## config.mk

```make
export PLATFORM = sky130hd
export DESIGN_NAME = rca_lsu_arbiter_flat
export DESIGN_NICKNAME = d
export VERILOG_FILES = /design/src/rtl/rca_lsu_arbiter_pkg.sv /design/src/rtl/rca_lsu_arbiter_if.sv /design/src/rtl/rca_lsu_arbiter_rr.sv /design/src/rtl/taiga_fifo.sv /design/src/rtl/rca_lsu_arbiter.sv /design/src/flat_wrapper.sv
export SDC_FILE = /design/constraint.sdc
export NUM_CORES = 1
export LEC_CHECK = 0
export BUFFER_PORTS_ARGS = -buffer_cell sky130_fd_sc_hd__buf_2
export CAP_MARGIN = 25
export CORE_AREA = 4 4 164 166
export CTS_BUF_LIST = sky130_fd_sc_hd__clkbuf_4
export CTS_CLUSTER_DIAMETER = 150
export DETAILED_ROUTE_END_ITERATION = 8
export DIE_AREA = 0 0 168 170
export GPL_TIMING_DRIVEN = 0
export PLACE_DENSITY = 0.5
export SLEW_MARGIN = 20
export SYNTH_ARGS = -nofsm -noshare
export SYNTH_HDL_FRONTEND = slang
export SYNTH_SLANG_ARGS = --single-unit
```

## constraint.sdc

```tcl
create_clock -name clk -period 3.77 [get_ports clk]
set_input_delay 0.754 -clock clk [delete_from_list [all_inputs] [get_ports clk]]
set_output_delay 0.754 -clock clk [all_outputs]
set_load 0.02 [all_outputs]
```

## src/rtl/rca_lsu_arbiter_pkg.sv

```systemverilog
// Shared types for the RCA-to-LSU request arbiter.
package rca_lsu_arbiter_pkg;

    localparam int unsigned XLEN          = 32;
    localparam int unsigned FN3_W         = 3;
    localparam int unsigned DEF_NUM_PORTS = 4;

    // Port identifier for the default port count; tag width in the top follows NUM_PORTS.
    typedef logic [$clog2(DEF_NUM_PORTS)-1:0] port_id_t;

    // One memory request as presented by an RCA lane.
    typedef struct packed {
        logic [XLEN-1:0]  addr;
        logic [XLEN-1:0]  wdata;
        logic [FN3_W-1:0] fn3;
        logic             load;
        logic             store;
    } rca_mem_req_t;

    typedef enum logic [1:0] {
        IDLE    = 2'd0,
        LOCKING = 2'd1,
        ACTIVE  = 2'd2,
        DRAIN   = 2'd3
    } rca_arb_state_t;

endpackage

```

## src/rtl/rca_lsu_arbiter_if.sv

```systemverilog
// Requester-side bus between the RCA lanes and the arbiter.
interface rca_lsu_arbiter_if
    import rca_lsu_arbiter_pkg::*;
#(
    parameter int unsigned NUM_PORTS = 4
);
    logic [NUM_PORTS-1:0]             req_valid;
    logic [NUM_PORTS-1:0]             req_ready;
    logic [NUM_PORTS-1:0][XLEN-1:0]   req_addr;
    logic [NUM_PORTS-1:0][XLEN-1:0]   req_wdata;
    logic [NUM_PORTS-1:0][FN3_W-1:0]  req_fn3;
    logic [NUM_PORTS-1:0]             req_load;
    logic [NUM_PORTS-1:0]             req_store;
    logic [NUM_PORTS-1:0]             resp_valid;
    logic [XLEN-1:0]                  resp_data;

    modport master (
        output req_valid, req_addr, req_wdata, req_fn3, req_load, req_store,
        input  req_ready, resp_valid, resp_data
    );

    modport slave (
        input  req_valid, req_addr, req_wdata, req_fn3, req_load, req_store,
        output req_ready, resp_valid, resp_data
    );
endinterface

```

## src/rtl/rca_lsu_arbiter_rr.sv

```systemverilog
// Round-robin selector: first requester after ptr, wrapping modulo N.
module rca_rr_arbiter #(
    parameter  int unsigned N  = 4,
    localparam int unsigned PW = $clog2(N)
) (
    input  logic [N-1:0]  req,
    input  logic [PW-1:0] ptr,
    output logic [N-1:0]  gnt,
    output logic [PW-1:0] idx,
    output logic          any
);
    int unsigned scan;

    // Scan ptr+1, ptr+2, ... and stop at the first asserted request.
    always_comb begin
        gnt  = '0;
        idx  = '0;
        any  = 1'b0;
        scan = 0;
        for (int unsigned i = 1; i <= N; i++) begin
            scan = (32'(ptr) + i) % N;
            if (!any && req[PW'(scan)]) begin
                any = 1'b1;
                idx = PW'(scan);
            end
        end
        if (any) begin
            gnt = N'(1) << idx;
        end
    end
endmodule

```

## src/rtl/taiga_fifo.sv

```systemverilog
// Small synchronous FIFO used to hold load tags in issue order.
module taiga_fifo #(
    parameter int unsigned DATA_WIDTH = 2,
    parameter int unsigned FIFO_DEPTH = 4
) (
    input  logic                  clk,
    input  logic                  rst,
    input  logic                  push,
    input  logic                  pop,
    input  logic [DATA_WIDTH-1:0] data_in,
    output logic [DATA_WIDTH-1:0] data_out,
    output logic                  valid,
    output logic                  full
);
    localparam int unsigned PTR_W = (FIFO_DEPTH > 1) ? $clog2(FIFO_DEPTH) : 1;
    localparam int unsigned CNT_W = $clog2(FIFO_DEPTH + 1);

    logic [DATA_WIDTH-1:0] mem_q [FIFO_DEPTH];
    logic [PTR_W-1:0]      wr_ptr_q, wr_ptr_d;
    logic [PTR_W-1:0]      rd_ptr_q, rd_ptr_d;
    logic [CNT_W-1:0]      cnt_q, cnt_d;

    assign data_out = mem_q[rd_ptr_q];
    assign valid    = (cnt_q != '0);
    assign full     = (cnt_q == CNT_W'(FIFO_DEPTH));

    // Pointer advance with explicit wrap so non-power-of-two depths work.
    always_comb begin
        wr_ptr_d = wr_ptr_q;
        rd_ptr_d = rd_ptr_q;
        if (push) begin
            wr_ptr_d = (wr_ptr_q == PTR_W'(FIFO_DEPTH - 1)) ? '0 : wr_ptr_q + PTR_W'(1);
        end
        if (pop) begin
            rd_ptr_d = (rd_ptr_q == PTR_W'(FIFO_DEPTH - 1)) ? '0 : rd_ptr_q + PTR_W'(1);
        end
        cnt_d = cnt_q + CNT_W'(push) - CNT_W'(pop);
    end

    // Control state; synchronous reset empties the FIFO.
    always_ff @(posedge clk) begin
        if (rst) begin
            wr_ptr_q <= '0;
            rd_ptr_q <= '0;
            cnt_q    <= '0;
        end else begin
            wr_ptr_q <= wr_ptr_d;
            rd_ptr_q <= rd_ptr_d;
            cnt_q    <= cnt_d;
        end
    end

    // Storage needs no reset; occupancy is tracked by cnt_q.
    always_ff @(posedge clk) begin
        if (push) begin
            mem_q[wr_ptr_q] <= data_in;
        end
    end
endmodule

```

## src/rtl/rca_lsu_arbiter.sv

```systemverilog
// Shares the LSU RCA port among NUM_PORTS requesters: lock handling,
// round-robin issue and in-order load response steering.
module rca_lsu_arbiter
    import rca_lsu_arbiter_pkg::*;
#(
    parameter int unsigned NUM_PORTS       = 4,
    parameter int unsigned MAX_OUTSTANDING = 4
) (
    input  logic              clk,
    input  logic              rst,
    rca_lsu_arbiter_if.slave  rca,
    output logic              lsu_lock,
    input  logic              lsu_ready,
    output logic [XLEN-1:0]   lsu_rs1,
    output logic [XLEN-1:0]   lsu_rs2,
    output logic [FN3_W-1:0]  lsu_fn3,
    output logic              lsu_load,
    output logic              lsu_store,
    input  logic              lsu_load_complete,
    input  logic [XLEN-1:0]   lsu_load_data,
    output logic              busy
);
    localparam int unsigned PID_W = $clog2(NUM_PORTS);
    localparam int unsigned CNT_W = $clog2(MAX_OUTSTANDING + 1);

    rca_arb_state_t       state_q, state_d;
    logic [PID_W-1:0]     rr_ptr_q, rr_ptr_d;
    logic [CNT_W-1:0]     outstanding_q, outstanding_d;

    logic [NUM_PORTS-1:0] top_gnt;
    logic [PID_W-1:0]     top_idx;
    logic                 top_any;
    rca_mem_req_t         sel_req;
    logic                 grant_ok;
    logic                 tag_push;
    logic                 tag_pop;
    logic                 tag_valid;
    logic                 tag_full;
    logic [PID_W-1:0]     tag_out;

    rca_rr_arbiter #(.N(NUM_PORTS)) u_rr (
        .req (rca.req_valid),
        .ptr (rr_ptr_q),
        .gnt (top_gnt),
        .idx (top_idx),
        .any (top_any)
    );

    taiga_fifo #(.DATA_WIDTH(PID_W), .FIFO_DEPTH(MAX_OUTSTANDING)) u_tag_fifo (
        .clk      (clk),
        .rst      (rst),
        .push     (tag_push),
        .pop      (tag_pop),
        .data_in  (top_idx),
        .data_out (tag_out),
        .valid    (tag_valid),
        .full     (tag_full)
    );

    // Gather the highest-priority port's request.
    always_comb begin
        sel_req.addr  = rca.req_addr[top_idx];
        sel_req.wdata = rca.req_wdata[top_idx];
        sel_req.fn3   = rca.req_fn3[top_idx];
        sel_req.load  = rca.req_load[top_idx];
        sel_req.store = rca.req_store[top_idx];
    end

    // A blocked load at the head of priority stalls the cycle; no skipping to later ports.
    always_comb begin
        grant_ok = (state_q == ACTIVE) && lsu_ready && top_any &&
                   !(sel_req.load && tag_full);
        tag_push = grant_ok && sel_req.load;
        tag_pop  = lsu_load_complete && tag_valid;
    end

    // Zero-latency issue and response paths.
    always_comb begin
        rca.req_ready  = grant_ok ? top_gnt : '0;
        lsu_load       = grant_ok && sel_req.load;
        lsu_store      = grant_ok && sel_req.store;
        lsu_rs1        = grant_ok ? sel_req.addr  : '0;
        lsu_rs2        = grant_ok ? sel_req.wdata : '0;
        lsu_fn3        = grant_ok ? sel_req.fn3   : '0;
        rca.resp_valid = tag_pop ? (NUM_PORTS'(1) << tag_out) : '0;
        rca.resp_data  = tag_pop ? lsu_load_data : '0;
        lsu_lock       = (state_q != IDLE);
        busy           = (state_q != IDLE) || (outstanding_q != '0);
    end

    // Lock sequencing, pointer update and outstanding-load count.
    always_comb begin
        state_d       = state_q;
        rr_ptr_d      = rr_ptr_q;
        outstanding_d = outstanding_q + CNT_W'(tag_push) - CNT_W'(tag_pop);
        if (grant_ok) begin
            rr_ptr_d = top_idx;
        end
        unique case (state_q)
            IDLE:    if (|rca.req_valid) state_d = LOCKING;
            LOCKING: if (lsu_ready)      state_d = ACTIVE;
            ACTIVE:  if (!(|rca.req_valid)) state_d = DRAIN;
            DRAIN: begin
                if (|rca.req_valid)              state_d = ACTIVE;
                else if (outstanding_q == '0)    state_d = IDLE;
            end
            default: state_d = IDLE;
        endcase
    end

    // State registers with synchronous active-high reset.
    always_ff @(posedge clk) begin
        if (rst) begin
            state_q       <= IDLE;
            rr_ptr_q      <= '0;
            outstanding_q <= '0;
        end else begin
            state_q       <= state_d;
            rr_ptr_q      <= rr_ptr_d;
            outstanding_q <= outstanding_d;
        end
    end

    // Interface protocol checks.
    a_complete_empty: assert property (@(posedge clk) disable iff (rst)
        lsu_load_complete |-> tag_valid);
    a_ready_onehot: assert property (@(posedge clk) disable iff (rst)
        $onehot0(rca.req_ready));

    for (genvar i = 0; i < NUM_PORTS; i++) begin : g_port_chk
        a_kind: assert property (@(posedge clk) disable iff (rst)
            rca.req_valid[i] |-> (rca.req_load[i] != rca.req_store[i]));
        a_hold: assert property (@(posedge clk) disable iff (rst)
            (rca.req_valid[i] && !rca.req_ready[i]) |=>
            (rca.req_valid[i] && $stable(rca.req_addr[i]) && $stable(rca.req_wdata[i]) &&
             $stable(rca.req_fn3[i]) && $stable(rca.req_load[i]) && $stable(rca.req_store[i])));
    end
endmodule

```

## src/flat_wrapper.sv

```systemverilog
// flat-port wrapper written by rule: the top's interface ports become plain ports
module rca_lsu_arbiter_flat import rca_lsu_arbiter_pkg::*;
#(
    parameter int unsigned NUM_PORTS       = 4,
    parameter int unsigned MAX_OUTSTANDING = 4
)
  (clk, rst, lsu_lock, lsu_ready, lsu_rs1, lsu_rs2, lsu_fn3, lsu_load, lsu_store, lsu_load_complete, lsu_load_data, busy, rca_req_valid, rca_req_addr, rca_req_wdata, rca_req_fn3, rca_req_load, rca_req_store, rca_req_ready, rca_resp_valid, rca_resp_data);
  rca_lsu_arbiter_if #(.NUM_PORTS(NUM_PORTS)) rca_i ();
  input  logic clk;
  input  logic rst;
  output logic lsu_lock;
  input  logic lsu_ready;
  output logic [XLEN-1:0] lsu_rs1;
  output logic [XLEN-1:0] lsu_rs2;
  output logic [FN3_W-1:0] lsu_fn3;
  output logic lsu_load;
  output logic lsu_store;
  input  logic lsu_load_complete;
  input  logic [XLEN-1:0] lsu_load_data;
  output logic busy;
  input wire logic [$bits(rca_i.req_valid)-1:0] rca_req_valid;
  input wire logic [$bits(rca_i.req_addr)-1:0] rca_req_addr;
  input wire logic [$bits(rca_i.req_wdata)-1:0] rca_req_wdata;
  input wire logic [$bits(rca_i.req_fn3)-1:0] rca_req_fn3;
  input wire logic [$bits(rca_i.req_load)-1:0] rca_req_load;
  input wire logic [$bits(rca_i.req_store)-1:0] rca_req_store;
  output wire logic [$bits(rca_i.req_ready)-1:0] rca_req_ready;
  output wire logic [$bits(rca_i.resp_valid)-1:0] rca_resp_valid;
  output wire logic [$bits(rca_i.resp_data)-1:0] rca_resp_data;
  assign rca_i.req_valid = rca_req_valid;
  assign rca_i.req_addr = rca_req_addr;
  assign rca_i.req_wdata = rca_req_wdata;
  assign rca_i.req_fn3 = rca_req_fn3;
  assign rca_i.req_load = rca_req_load;
  assign rca_i.req_store = rca_req_store;
  assign rca_req_ready = rca_i.req_ready;
  assign rca_resp_valid = rca_i.resp_valid;
  assign rca_resp_data = rca_i.resp_data;
  rca_lsu_arbiter #(.NUM_PORTS(NUM_PORTS), .MAX_OUTSTANDING(MAX_OUTSTANDING)) u_core (.clk(clk), .rst(rst), .rca(rca_i), .lsu_lock(lsu_lock), .lsu_ready(lsu_ready), .lsu_rs1(lsu_rs1), .lsu_rs2(lsu_rs2), .lsu_fn3(lsu_fn3), .lsu_load(lsu_load), .lsu_store(lsu_store), .lsu_load_complete(lsu_load_complete), .lsu_load_data(lsu_load_data), .busy(busy));
endmodule
```

==> results.txt <==
Max-slew violations = 0
Post-synthesis cell area = 3632 um^2
R2r endpoint = u_core.u_tag_fifo.cnt_q[2]$_SDFF_PP0_
Final WS setup = 0.1553 ns
WP buf/inv = 6
TritonCTS Buffers = 3
Cells after DPL = 1086
Synthesized instance count = 325
Area of the multi-input gates = 2918 um^2
Synth Flop Type = dfxtp_1
Setup WS pre-CTS = -0.3372 ns
Die width = 168 um
Hold wc startpoint = u_core.u_tag_fifo.rd_ptr_q[1]$_SDFFE_PP0P_
Top Metal Used = met5
Clk pin slew, worst setup/hold paths = 0.13 ns
Sink Count = 24
Most frequent cells in the layout = buf_2 (426), nor2b_1 (75), mux4_2 (71)
Io pins = 427
P per Cell Area = 266.4 nW/um^2
Via count of the first global-routing pass = 4628
Net Count, Synth = 651
Final Hold Fails = 0
Total GRT Usage = 0.1371
Cell-by-cell trace of the critical path = buf_2 > o21a_1 > o21ai_2 > nand2_2 > inv_8 > mux2_2 > o2bb2ai_4 > buf_12 > buf_8 > buf_4 > nor2b_1 > buf_2
Worst-case clock buffer depth = 2
WL final = 21850 um
First-pass GRT wire length = 29460 um
Fill count = 2866
Initial DRC Count = 206
Met3 Routed Length = 2478 um
Routed Antenna Nets = 0
R2R Path Start = u_core.rr_ptr_q[1]$_SDFFE_PP0P_
Largest stage delay, worst path = 0.38 ns
CP most frequent cell = buf_2
Skew final = 0.006076 ns
CTS root buf = clkbuf_4
Worst relative slew slack = 0.4417
Via count = 4573
Initial antenna violation count = 15
Final RePlAce weighted congestion = 0.8028
Met1 wire length = 8445 um
HP Class = reg2reg
Synth unique cells = 45
Core region area = 25620 um^2
Post-route insts no fill = 1098
Fraction of layout cells with a size suffix above 1 = 0.7101
DRC = 0
Max Freq = 276.6 MHz
Startpoint types = input port
Period minus WS final = 3.615 ns
Crit Path Category = in2out
Worst-skew pair later-pin latency = 0.32 ns
Total grt overflow = 0
Most common cell after layout, fill and taps aside = buf_2
Initial core utilization = 0.1418
Max-cap viol count = 0
DR vias/cell = 4.165
Die H = 170 um
Worst EP required = 3.02 ns
Part of the cycle the worst path needs = 0.9588
Worst-margin pin slew = 0.8304 ns
R2R Setup Slk = 0.50 ns
Max FO, Critical Path = 10
Worst VDD drop = 0.1408 mV
Status = finished, final reports clean
Drt wl/cell = 19.90 um
Area growth syn-to-layout = 75.27%
Slowest-stage cell, CP = mux2_2
TritonCTS clock tree = yes
Final setup violation count = 0
Worst EP arrival = 2.86 ns
Static Leak = 3.171 nW
Hold path cells = 2
Number of synthesized flops with an enable pin = 8
Fraction of registers with async set/reset = 0
Yosys reg bits = 24
H-Tree Depth = 1
Die footprint = 28560 um^2
Register-to-Register Path Depth = 12
Met2 Wirelength = 10520 um
Seq/Total Area, Yosys = 0.1543
Row count = 59
IO Port Bufs = 426
Element type at the critical path end = output pin
Syn Area/Cell = 11.18 um^2
DP HPWL = 19710 um
Initial DRT Pass Iterations = 4
Nets@finish = 1086
Reg area = 560.5 um^2
Pin count of the biggest net entering global routing = 15
Number of synthesis warnings = 0
CP delay by family, top = buffers and inverters
power by group:
group          switching, W  leakage (nW)  internal [W]  total [W]
sequential        0.0000329         0.203      0.000310   0.000343
combinational      0.000586          2.94      0.000579    0.00116
clock             0.0000806        0.0280      0.000108   0.000188
total              0.000699          3.17      0.000997    0.00170
worst max-delay path by stage:
stage,slack (ns),end,cells after the start,from
2_1_floorplan,0.41,rca_req_ready[1],6,rca_req_valid[1]
3_3_place_gp,-0.35,lsu_rs2[20],9,rca_req_valid[2]
3_5_place_dp,-0.34,lsu_rs2[20],10,rca_req_valid[0]
4_1_cts,0.006,lsu_rs2[23],9,rca_req_valid[3]
5_1_grt,-0.00003,lsu_rs1[25],13,rca_req_valid[3]
6_report,0.16,lsu_rs1[25],12,rca_req_valid[0]
what timing repair did:
item	4_1_cts	5_1_grt
setup endpoints to repair	68	49
gates resized for setup	15	13
setup buffers	1	3
hold buffers	0	0
pin swaps	2	2
state kept, by name, summed over array words and instances (netlist names), named ones only:
| register | flops |
|---|---|
| u_core.rr_ptr_q | 2 |
| u_core.outstanding_q | 3 |
| u_core.u_tag_fifo.rd_ptr_q | 2 |
| u_core.state_q | 2 |
| u_core.u_tag_fifo.cnt_q | 3 |
| u_core.u_tag_fifo.wr_ptr_q | 2 |
| u_core.u_tag_fifo.mem_q | 8 |
final cells by class:
cell class                      instances  area share
Antenna cell                            4    0.001572
Buffer                                 27     0.02634
Clock buffer                            3    0.003538
Clock inverter                          1    0.004717
Inverter                               14     0.01002
Multi-Input combinational cell        260      0.4583
Sequential cell                        24     0.08805
Tap cell                              335     0.06584
Timing Repair Buffer                  430      0.3416
Yosys cell counts (2+ instances only):
| master | number | area (um^2) |
|---|---|---|
| inv_1 | 13 | 48.80 |
| nor3_1 | 4 | 20.02 |
| nor2_1 | 11 | 41.29 |
| dfxtp_1 | 16 | 320.3 |
| fa_1 | 2 | 40.04 |
| a21oi_1 | 6 | 30.03 |
| xnor2_1 | 5 | 43.79 |
| buf_4 | 8 | 60.06 |
| and3_1 | 6 | 37.54 |
| o21ai_0 | 3 | 15.01 |
| nor2b_1 | 76 | 475.5 |
| mux2_2 | 2 | 22.52 |
| and2_1 | 33 | 206.5 |
| a2111oi_0 | 2 | 17.52 |
| edfxtp_1 | 8 | 240.2 |
| nor3b_1 | 2 | 15.01 |
| clkbuf_1 | 16 | 60.06 |
| mux4_2 | 71 | 1599 |
| ha_1 | 8 | 100.1 |
| nand2_1 | 8 | 30.03 |
stage by stage:
step	total power, W	TNS, ns	hold WS (ns)	utilization	cell area [um^2]
floorplan	0.001082	0	0.4541	-	3632
finish	0.001696	0	0.4920	0.2485	6366
CTS	0.001715	0	0.4973	0.2455	6290
global placement	0.001503	-13.05	0.4714	0.2414	6183
global route	0.001825	-0.00002709	0.5298	0.2483	6361
detailed placement	0.001511	-12.29	0.4787	0.2414	6183
layer usage:
metal,global-route usage,vias up
met2,0.2280,295
met4,0.02576,20
met1,0.1686,2120
met3,0.05738,35
met5,0,-
li1,-,2103
kinds of logic (layout without fill, tap and decap cells):
logic type	Yosys count	after routing	synth area share
AOI/OAI and AO/OA	25	25	0.05030
xor gates and xnor gates	5	5	0.01206
muxes	75	75	0.4537
DFF	24	24	0.1543
buffers and inverters	41	475	0.05305
other	0	4	0
adders and majority gates	10	10	0.03858
and+or+nand+nor	145	145	0.2380
worst register-to-register path, delay by kind of cell, from the launching register on:
| family | cells | cell delay, ns |
|---|---|---|
| adder cells (fa/ha/maj) | 2 | 0.65 |
| AO/OA/AOI/OAI | 1 | 0.14 |
| AND/OR/NAND/NOR | 3 | 0.40 |
| flip-flops | 1 | 0.47 |
| XOR/XNOR | 3 | 0.41 |
| multiplexers | 2 | 0.95 |
| buffers and inverters | 1 | 0.15 |
Note: power is estimated with default switching activity, not from simulation.
